File: src/rtl/muldiv_pkg.sv
// muldiv_pkg: shared op/state encodings and default width for the multiply/divide sequencer
package muldiv_pkg;
  localparam int MD_DATA_W = 32;
  typedef enum logic [1:0] {MD_MUL, MD_MULHU, MD_DIVU, MD_REMU} md_op_e;
  typedef enum logic [1:0] {ST_IDLE, ST_CALC, ST_DONE} md_state_e;
endpackage

File: src/rtl/muldiv_step.sv
// muldiv_step: one combinational shift-add (multiply) or restoring-subtract (divide) iteration
// Ports: is_div selects divide; acc = product or {rem,quo}; opnd = shifted multiplicand or divisor;
//        mplr = remaining multiplier; *_n are the next-iteration values.
module muldiv_step import muldiv_pkg::*; #(
  parameter int DATA_W = MD_DATA_W
) (
  input  logic                  is_div,
  input  logic [2*DATA_W-1:0]   acc,
  input  logic [2*DATA_W-1:0]   opnd,
  input  logic [DATA_W-1:0]     mplr,
  output logic [2*DATA_W-1:0]   acc_n,
  output logic [2*DATA_W-1:0]   opnd_n,
  output logic [DATA_W-1:0]     mplr_n
);
  logic [DATA_W:0] trial;
  always_comb begin
    // Remainder after the left shift can need DATA_W+1 bits, so take it straight from acc.
    trial  = acc[2*DATA_W-1:DATA_W-1] - {1'b0, opnd[DATA_W-1:0]};
    acc_n  = is_div ? {trial[DATA_W] ? acc[2*DATA_W-2:DATA_W-1] : trial[DATA_W-1:0], acc[DATA_W-2:0], ~trial[DATA_W]}
                    : acc + (mplr[0] ? opnd : '0);
    opnd_n = is_div ? opnd : opnd << 1;
    mplr_n = is_div ? mplr : mplr >> 1;
  end
endmodule

File: src/rtl/muldiv_sequencer.sv
// muldiv_sequencer: iterative MUL/MULHU/DIVU/REMU unit that stalls the ALU stage while busy
// Ports: clk, reset (async, active-high); start/op/opA/opB issue an op; flush kills it;
//        stall holds the ALU stage; busy = not idle; done pulses with result/div_zero.
// Optional: define MULDIV_EARLY_OUT_EN to finish multiplies once the remaining multiplier is zero.
module muldiv_sequencer import muldiv_pkg::*; #(
  parameter int DATA_W = MD_DATA_W,
  parameter int CNT_W  = 6
) (
  input  logic              clk,
  input  logic              reset,
  input  logic              start,
  input  logic [1:0]        op,
  input  logic [DATA_W-1:0] opA,
  input  logic [DATA_W-1:0] opB,
  input  logic              flush,
  output logic              stall,
  output logic              busy,
  output logic              done,
  output logic [DATA_W-1:0] result,
  output logic              div_zero
);
  md_state_e           state;
  md_op_e              op_r;
  logic [CNT_W-1:0]    cnt;
  logic [2*DATA_W-1:0] acc, opnd, acc_n, opnd_n;
  logic [DATA_W-1:0]   mplr, mplr_n;
  logic                last;
  muldiv_step #(.DATA_W(DATA_W)) u_step (
    .is_div (op_r[1]),
    .acc    (acc),
    .opnd   (opnd),
    .mplr   (mplr),
    .acc_n  (acc_n),
    .opnd_n (opnd_n),
    .mplr_n (mplr_n)
  );
`ifdef MULDIV_EARLY_OUT_EN
  assign last = cnt == CNT_W'(DATA_W-1) || (!op_r[1] && mplr_n == '0);
`else
  assign last = cnt == CNT_W'(DATA_W-1);
`endif
  assign busy  = state != ST_IDLE;
  assign stall = state == ST_CALC || (state == ST_IDLE && start);
  always_ff @(posedge clk or posedge reset) begin
    if (reset) begin
      state    <= ST_IDLE;
      op_r     <= MD_MUL;
      cnt      <= '0;
      acc      <= '0;
      opnd     <= '0;
      mplr     <= '0;
      done     <= 1'b0;
      result   <= '0;
      div_zero <= 1'b0;
    end else begin
      done     <= 1'b0;
      result   <= '0;
      div_zero <= 1'b0;
      if (flush) state <= ST_IDLE;
      else case (state)
        ST_IDLE: if (start) begin
          op_r <= md_op_e'(op);
          cnt  <= '0;
          acc  <= op[1] ? {{DATA_W{1'b0}}, opA} : '0;
          opnd <= {{DATA_W{1'b0}}, op[1] ? opB : opA};
          mplr <= opB;
          if (op[1] && opB == '0) begin
            state    <= ST_DONE;
            done     <= 1'b1;
            div_zero <= 1'b1;
            result   <= op[0] ? opA : '1;
          end else state <= ST_CALC;
        end
        ST_CALC: begin
          acc  <= acc_n;
          opnd <= opnd_n;
          mplr <= mplr_n;
          cnt  <= cnt + 1'b1;
          if (last) begin
            state  <= ST_DONE;
            done   <= 1'b1;
            // MUL/DIVU take the low word, MULHU/REMU the high word
            result <= op_r[0] ? acc_n[2*DATA_W-1:DATA_W] : acc_n[DATA_W-1:0];
          end
        end
        default: state <= ST_IDLE;
      endcase
    end
  end
endmodule

File: config.mk
export PLATFORM = sky130hd
export DESIGN_NAME = muldiv_sequencer
export DESIGN_NICKNAME = d
export VERILOG_FILES = /design/src/rtl/muldiv_pkg.sv /design/src/rtl/muldiv_step.sv /design/src/rtl/muldiv_sequencer.sv
export SDC_FILE = /design/constraint.sdc
export NUM_CORES = 1
export LEC_CHECK = 0
export CAP_MARGIN = 20
export CELL_PAD_IN_SITES_DETAIL_PLACEMENT = 0
export CELL_PAD_IN_SITES_GLOBAL_PLACEMENT = 1
export CORE_UTILIZATION = 40
export CTS_CLUSTER_SIZE = 10
export DETAILED_ROUTE_END_ITERATION = 10
export PLACE_DENSITY_LB_ADDON = 0.1
export SYNTH_ARGS = -nofsm -noshare
export SYNTH_HDL_FRONTEND = slang
export SYNTH_SLANG_ARGS = --single-unit
export TNS_END_PERCENT = 100
File: constraint.sdc
create_clock -name clk -period 12.4 [get_ports clk]
set_clock_uncertainty 0.15 [all_clocks]
set_input_delay 2.48 -clock clk [delete_from_list [all_inputs] [get_ports clk]]
set_output_delay 2.48 -clock clk [all_outputs]
set_load 0.005 [all_outputs]
==> results.tsv <==
stage	metric	value	unit
place	placed_area	0.0175	sq mm
yosys	synth-seq-cells	204	
setup_path	startpoint	start	
setup_path	cp.required	9.77	ns
floorplanning	start_util	40.5	%
place	hpwl	43700	um
cts	post_cts_buffers	0	
global_route	grt_start_max_net_pins	96	
floorplanning	boundaryPins	106	
cts	clockRootBuffer	clkbuf_16	
power	vdd_ir_drop_max	0.123	mV
sta	min_period	6.47	ns
setup_path	criticalPathCategory	in -> out	
routing	drcViolationCount	0	
global_route	grt_pass1_wl	89500	um
cts	htreeDepth	1	
setup_path	crit_fanout	5	
yosys	avgSynthCellArea	8.24	sq um
yosys	yosysMostFrequentCell	nand2_1	
run_status	status	finished, final reports clean	
global_route	grt.overflow.total	0	
job	maxCapViolations	0	
routing	drtAntennaViolNets	0	
sta	min_period_over_period	52.2	%
setup_path	start_kind	input pin	
cells_and_area	syn_to_final_growth	14.7	%
yosys	synth_top_area_cell	dfrtp_1	
yosys	synth_nets	2121	
cells_and_area	antenna_cells	0	
routing	first_pass_iters	6	
cells_and_area	drive_above_1_share	5.08	%
cts	cts_sinks	204	
cts	clk_path_buf_depth	3	
yosys	synthCells	1953	
cts	numCtsBuffers	29	
yosys	ys_top_cells_by_area	dfrtp_1, ha_1, o21ai_0, mux2i_1, nand2_1	
yosys	synth.cell_area	0.0161	sq mm
sta	fmax	154	MHz
place	gp_congestion	0.943	
place	io_buffers	105	
cts	cts_resized	0	
global_route	gr-usage-all-layers	28.4	%
routing	routed_wirelength	58500	um
setup_path	timing.rr.start	acc[31]$_DFFE_PP0P_	
routing	post_drt_via_cell_ratio	5.92	
cells_and_area	fillers	3917	
sta	setup_viol	0	
yosys	yosysSeqAreaShare	31.7	%
floorplanning	dieArea	0.0410	sq mm
power	cellPowerDensity	174	mW/mm^2
routing	wire_per_inst	23.1	um
routing	vias	15000	
setup_path	cp.arrival	3.84	ns
cells_and_area	final_cells	2532	
place	place_inst	2483	
setup_path	setup.worst_path.end_class	primary output	
cts	clk_pin_slew	0.05	ns
hold_path	holdCritStartpoint	mplr[7]$_DFFE_PP0P_	
sta	hold_viol	0	
yosys	synth_edf_count	0	
yosys	ys.flop_type	dfrtp_1	
sta	rsz0062_at_grt	no	
sta	fin_tns_setup	0	ns
floorplanning	chipWidth	203	um
cts	insertion_delay	0.59	ns
cts	cts_tree	yes	
cells_and_area	layout.nets	2157	
yosys	synth_cell_types	86	
global_route	antenna_found_initial	1	
sta	max_slew_margin	29.8	%
power	leakage	8.25	nW
yosys	synth-async-reset-ratio	100	%
cells_and_area	stdcell_area	0.0185	sq mm
routing	drt_first_iter_violations	1209	
yosys	yosys_warnings	0	
hold_path	worstHoldPathType	reg -> reg	
floorplanning	die_h	203	um
yosys	ys_top_cells_by_count	nand2_1, o21ai_0, dfrtp_1	
floorplanning	core	0.0397	sq mm
cts	cts_hold_buf	0	
yosys	yosysTopAreaCellShare	31.7	%
sta	worst_pin_slew	1.05	ns
floorplanning	num_rows	73	
global_route	grt_pass1_vias	14500	
sta	finalMaxSlewViolations	0	
[kinds of logic after synthesis]
kind of cell | share of synthesized area, %
buffers and inverters | 5.02
adders and majority gates | 7.71
xor gates and xnor gates | 4.73
and+or+nand+nor | 16.8
muxes | 6.37
AOI/OAI and AO/OA | 27.7
DFF | 31.7
[layout make-up]
| cell class | instances | area [sq um] | area share (%) |
|---|---|---|---|
| flip-flops and latches | 204 | 5110 | 27.7 |
| well taps | 525 | 657 | 3.56 |
| clock buffers | 41 | 831 | 4.50 |
| clock inverters | 8 | 134 | 0.725 |
| multi-input cells | 1549 | 10200 | 55.4 |
| repair buffers | 126 | 1200 | 6.52 |
| inverters | 79 | 304 | 1.65 |
[where the power goes]
part	internal (W)	switching (W)
logic	0.000526	0.000910
clock network	0.000525	0.000331
registers	0.000776	0.000137
[cells in the final DEF, fill, tap and decap left out, types with 38 or more instances in the layout]
| cell | synthesis | final |
|---|---|---|
| a21oi_1 | 150 | 150 |
| o21ai_0 | 216 | 215 |
| a21o_1 | 43 | 43 |
| nand2_1 | 219 | 218 |
| and2_1 | 69 | 69 |
| dfrtp_1 | 204 | 203 |
| clkdlybuf4s50_1 | 0 | 104 |
| nand4_1 | 38 | 38 |
| inv_1 | 78 | 77 |
| xnor2_1 | 53 | 53 |
| nor2_1 | 124 | 122 |
| mux2i_1 | 99 | 99 |
| ha_1 | 96 | 96 |
[critical path, cell delays in order]
cell and delay [ns]:
clkdlybuf4s50_1 0.63, nor2_1 0.10, nor2_1 0.11, clkdlybuf4s50_1 0.53
[sequential cells by signal, summed over array words and instances (netlist names)]
name	cells
cnt	6
op_r	2
opnd	64
acc	64
mplr	32
state	2
result	32
done	1
div_zero	1
[stage by stage]
step | total power [W] | hold WS [ns] | utilization (%) | setup WS (ns)
2_1_floorplan | 0.00192 | 0.300 | - | 4.20
5_1_grt | 0.00340 | 0.349 | 46.4 | 5.87
6_report | 0.00321 | 0.327 | 46.4 | 5.93
3_3_place_gp | 0.00233 | 0.315 | 44.0 | 5.80
3_5_place_dp | 0.00233 | 0.322 | 44.0 | 5.69
4_1_cts | 0.00320 | 0.334 | 46.4 | 5.93
[worst paths after layout]
kind	cells past startpoint	slack [ns]	to
worst max register to register	14	7.08	result[16]$_DFF_PP0_
worst min register to register	2	0.33	mplr[7]$_DFFE_PP0P_
min in group asynchronous	2	2.27	mplr[4]$_DFFE_PP0P_
worst min-delay path	2	0.33	mplr[7]$_DFFE_PP0P_
worst max-delay path	4	5.93	stall
max in group asynchronous	3	8.43	op_r[1]$_DFFE_PP0P_
[per-layer routing]
metal,GRT usage [%],vias up,share of wire (%)
met5,0,-,0
met4,8.46,0,3.2
met3,3.90,97,6.5
met2,44.2,527,44
met1,40.7,7180,47
li1,-,7195,-
Power figures use the tool's default switching activity.
